**config.mk**
```make
export PLATFORM = sky130hd
export DESIGN_NAME = round_robin_fifo_dispatcher
export DESIGN_NICKNAME = d
export VERILOG_FILES = /design/src/rtl/round_robin_fifo_dispatcher.sv
export SDC_FILE = /design/constraint.sdc
export NUM_CORES = 1
export LEC_CHECK = 0
export ABC_AREA = 1
export CAP_MARGIN = 20
export CORE_MARGIN = 10
export CORE_UTILIZATION = 45
export DETAILED_ROUTE_END_ITERATION = 16
export PLACE_DENSITY_LB_ADDON = 0.05
export SYNTH_ARGS = -nofsm -noshare
export SYNTH_HDL_FRONTEND = slang
export SYNTH_HIERARCHICAL = 1
export SYNTH_SLANG_ARGS = --single-unit
```
**constraint.sdc**
```tcl
create_clock -name clk -period 2.3 [get_ports clk]
set_input_delay 0.69 -clock clk [delete_from_list [all_inputs] [get_ports clk]]
set_output_delay 0.69 -clock clk [all_outputs]
set_load 0.005 [all_outputs]
```
**src/rtl/round_robin_fifo_dispatcher.sv**
```systemverilog
// Generic single-clock FIFO with a registered, zero-when-idle read port.
// Latency: a word written at edge N can be read at edge N+1 and is on rd_dat after that edge.
// Backpressure: writes are refused while full and reads are ignored while empty, both judged on the count before the edge.
module sync_fifo #(
    parameter int WIDTH = 8,
    parameter int DEPTH = 8
) (
    input  logic             clk,
    input  logic             rst_n,
    input  logic             wr_vld,
    input  logic [WIDTH-1:0] wr_dat,
    input  logic             rd_rdy,
    output logic [WIDTH-1:0] rd_dat,
    output logic             rd_vld,
    output logic             full,
    output logic             empty
);
    localparam int AW = $clog2(DEPTH);
    localparam int CW = AW + 1;

    logic [WIDTH-1:0] mem [DEPTH];
    logic [AW-1:0]    wptr;
    logic [AW-1:0]    rptr;
    logic [CW-1:0]    count;
    logic             wr_en;
    logic             rd_en;

    assign full  = (count == CW'(DEPTH));
    assign empty = (count == '0);
    assign wr_en = wr_vld & ~full;
    assign rd_en = rd_rdy & ~empty;

    // Storage has no reset: a cleared count makes the old contents unreachable.
    always_ff @(posedge clk) begin
        if (wr_en) begin
            mem[wptr] <= wr_dat;
        end
    end

    always_ff @(posedge clk or negedge rst_n) begin
        if (!rst_n) begin
            wptr   <= '0;
            rptr   <= '0;
            count  <= '0;
            rd_dat <= '0;
            rd_vld <= 1'b0;
        end else begin
            if (wr_en) begin
                wptr <= wptr + AW'(1);
            end
            if (rd_en) begin
                rptr <= rptr + AW'(1);
            end
            case ({wr_en, rd_en})
                2'b10:   count <= count + CW'(1);
                2'b01:   count <= count - CW'(1);
                default: count <= count;
            endcase
            rd_dat <= rd_en ? mem[rptr] : '0;
            rd_vld <= rd_en;
        end
    end
endmodule

// Spreads one write stream over four FIFOs in strict a,b,c,d order; each FIFO drains on its own ren bit.
// Latency: write at edge N is readable at edge N+1; read data and valid appear one cycle after the read edge.
// Backpressure: a write aimed at a full FIFO is discarded, turn holds, and drop pulses the next cycle.
module round_robin_fifo_dispatcher #(
    parameter int WIDTH = 8,
    parameter int DEPTH = 8
) (
    input  logic             clk,
    input  logic             rst_n,
    input  logic             wen,
    input  logic [WIDTH-1:0] din,
    input  logic [3:0]       ren,
    output logic [WIDTH-1:0] a,
    output logic [WIDTH-1:0] b,
    output logic [WIDTH-1:0] c,
    output logic [WIDTH-1:0] d,
    output logic [3:0]       valid,
    output logic [3:0]       full,
    output logic [3:0]       empty,
    output logic             drop
);
    logic [1:0]       turn;
    logic [3:0]       wr_vld;
    logic [WIDTH-1:0] rd_dat [4];

    // Only the FIFO under the turn pointer sees the write; it rejects it itself when full.
    always_comb begin
        wr_vld = '0;
        if (wen) begin
            wr_vld[turn] = 1'b1;
        end
    end

    for (genvar i = 0; i < 4; i++) begin : g_chan
        sync_fifo #(
            .WIDTH(WIDTH),
            .DEPTH(DEPTH)
        ) u_fifo (
            .clk   (clk),
            .rst_n (rst_n),
            .wr_vld(wr_vld[i]),
            .wr_dat(din),
            .rd_rdy(ren[i]),
            .rd_dat(rd_dat[i]),
            .rd_vld(valid[i]),
            .full  (full[i]),
            .empty (empty[i])
        );
    end

    always_ff @(posedge clk or negedge rst_n) begin
        if (!rst_n) begin
            turn <= 2'd0;
            drop <= 1'b0;
        end else begin
            drop <= wen & full[turn];
            if (wen && !full[turn]) begin
                turn <= turn + 2'd1;
            end
        end
    end

    assign a = rd_dat[0];
    assign b = rd_dat[1];
    assign c = rd_dat[2];
    assign d = rd_dat[3];
endmodule
```
==> reports/metrics.yaml <==
timing:
  slew_headroom_pct: 53.65
  drv_slew: 0
  hold_viol_final: 0
  min_period_ns: 2.230
  fmax_mhz: 448.4
  post-route-period-util_pct: 96.97
  setup_viol: 0
  holdWs_ns: 0.08901
  fin_ws_ns: 0.06968
  worst_slew_pin_slew_ns: 0.6952
  fin_worst_skew_ns: 0.01173
  rsz0062_at_grt: "yes"
logic_synthesis:
  synth_cells: 1143
  netlist_area_um2: 13870
  ys_seq_area_share_pct: 69.67
  synth.avg_cell_area_um2: 12.14
  yosys-top-cells-area: "edfxtp_1, dfrtp_1, nor2_1"
  syn_nets: 1182
  synth_top_area_share_pct: 55.42
  synth_seq_cells: 335
  ys_types: 29
  yosysTopAreaCell: "edfxtp_1"
  ys_warn_count: 6
power:
  p_leak_nw: 6.367
  p_clk_share_pct: 28.0
  switchingPower_mw: 7.023
  ir_worst_vdd_uv: 559.6
  p_per_area_nw_per_um2: 1247
  total_power_mw: 20.82
  pwr-share-seq_pct: 40.0
  power_frac_comb_pct: 32.1
  intPower_mw: 13.79
  swShare_pct: 33.74
finish:
  nets: 1322
  post-route-util_pct: 54.70
  syn_to_final_growth_pct: 20.30
  n_antenna_cell: 0
  fin_area_um2: 16690
  drive_above_1_share_pct: 17.19
grt:
  grt_usage_pct: 15.72
  grt_pass1_wl_um: 48360
  first_global_vias: 8616
  overflow: 0
  antenna_found_initial: 0
  grt_max_degree: 35
critical_path:
  cp_data_arrival_time_ns: 1.54
  crit_path_end_kind: "primary output"
  required_ns: 1.61
  reg2regPathDepth: 12
  r2r_end: "g_chan[0].u_fifo/count[2]"
  start_kind: "flop"
  r2r_start: "turn[0]"
  regToRegSetupSlack_ns: 0.28
  path_class: "flop to primary output"
  critical_path.max_fanout: 2
cts:
  hold_buffers: 0
  cts_sinks: 335
  cts_tree: "yes"
  cts_made_buffers: 36
  insertion_delay_ns: 0.51
  cts-htree-levels: 2
  clk_pin_slew_ns: 0.06
  clockBufferDepth: 3
  ctsRootBufferMaster: "clkbuf_16"
route:
  routed-via-count: 8673
  drt-initial-drc-count: 540
  via_per_inst: 5.087
  drc: 0
  drt-wirelength-per-cell_um: 17.55
  ant_nets: 0
  routed_wl_um: 29920
  drt_first_pass_iters: 5
place:
  place_congestion: 0.7749
  portBuffers: 59
  place_area_um2: 15340
  dp_hpwl_um: 18370
  place_ws_ns: -0.3311
hold_path:
  hold_path.class: "primary input to asynchronous set/reset pin"
flow_run:
  max_cap_viol_count: 0
die:
  start_util_pct: 45.47
  io_pins: 60
  core_um2: 30510
  die_h_um: 195.6
  rows: 64
  fp.dieW_um: 195.6
  die-area_um2: 38250
outcome:
  status: "complete, no violations"
## cell families (layout without fill, tap and decap cells)
family          Yosys count  after routing  share of synthesized area (%)
buf+inv                 100            266                          4.140
compound gates          217            217                          9.101
flops                   335            335                          69.67
fa+ha+maj                24             24                          2.165
xor+xnor                 23             23                          1.452
simple gates            444            444                          13.48
## cell usage in the layout (no fill, tap or decap), drive strengths merged, types with 5 or more instances in the layout
master and n:
nand3 20, nor2 274, edfxtp 256, inv 51, clkinv 13, dfrtp 79, xnor2 12, bufinv 5
o22ai 32, o21ai 144, clkdlybuf4s50 50, o211ai 32, clkbuf 48, buf 94, xor2 11, ha 24
or2 5, nand2 141
## final cells by class
type / instances / area, um2
clock buffer: 46 / 979.7
clock inverter: 18 / 212.7
fill: 2584 / 13820
inverter: 51 / 193.9
multi-input combinational: 708 / 3697
sequential: 335 / 9674
tap: 396 / 495.5
timing repair buffer: 151 / 1435
## cells in the mapped netlist (all sizes together)
master,instances
a21boi,4
a31oi,1
or2,5
clkbuf,4
dfrtp,79
ha,24
xor2,11
nand2,141
inv,51
edfxtp,256
nor4,4
o22ai,32
nand3,20
a21oi,4
xnor2,12
nor2,274
o211ai,32
buf,45
o21ai,144
## per-layer routing
layer / global-route usage (%) / share of wire (%) / vias to the layer above
met4: 4.214 / 2.0 / 0
met1: 20.69 / 44 / 4216
met5: 0 / 0 / -
met3: 2.929 / 4.6 / 45
met2: 26.12 / 49 / 162
li1: - / - / 4250
## flip-flops by register name, summed over array words and instances (netlist names)
name,cells
g_chan.u_fifo/rptr,12
g_chan.u_fifo/rd_vld,4
drop,1
g_chan.u_fifo/wptr,12
g_chan.u_fifo/rd_dat,32
g_chan.u_fifo/count,16
g_chan.u_fifo/mem,256
turn,2
## critical path: stages, from the launching register on
cell and delay [ns]:
dfrtp_1 0.40, nor2_4 0.17, nand3_4 0.12, inv_1 0.11, clkdlybuf4s15_2 0.24
## per-stage QoR
step           cells  setup TNS, ns
3_3_place_gp    1628         -45.46
5_1_grt         1705       -0.04184
4_1_cts         1705       -0.05474
2_1_floorplan   1143              0
6_report        1705              0
3_5_place_dp    1628         -47.84
## what timing repair did
action	4_1_cts	5_1_grt
resized for setup	28	10
endpoints found under the setup margin	8	4
buffers inserted	13	0
pin swaps	4	0
## power by group through the flow
| stage | Sequential [mW] | Clock, mW | Combinational (mW) |
|---|---|---|---|
| after CTS | 8.31 | 5.98 | 6.76 |
| after detailed placement | 8.40 | 0 | 6.55 |
| after floorplan | 8.06 | 0 | 4.76 |
| final | 8.32 | 5.82 | 6.67 |
| after global placement | 8.40 | 0 | 6.53 |
| after global routing | 8.46 | 6.27 | 7.65 |
## worst max-delay path by stage
stage / startpoint / to / cells after the start
floorplan: wen / g_chan[3].u_fifo/count[2] / 12
global placement: wen / g_chan[3].u_fifo/count[2] / 13
detailed placement: wen / g_chan[1].u_fifo/count[2] / 12
CTS: g_chan[0].u_fifo/count[1] / full[0] / 4
global route: g_chan[0].u_fifo/count[1] / full[0] / 4
finish: g_chan[0].u_fifo/count[1] / full[0] / 4
Note: power is estimated with default switching activity, not from simulation.
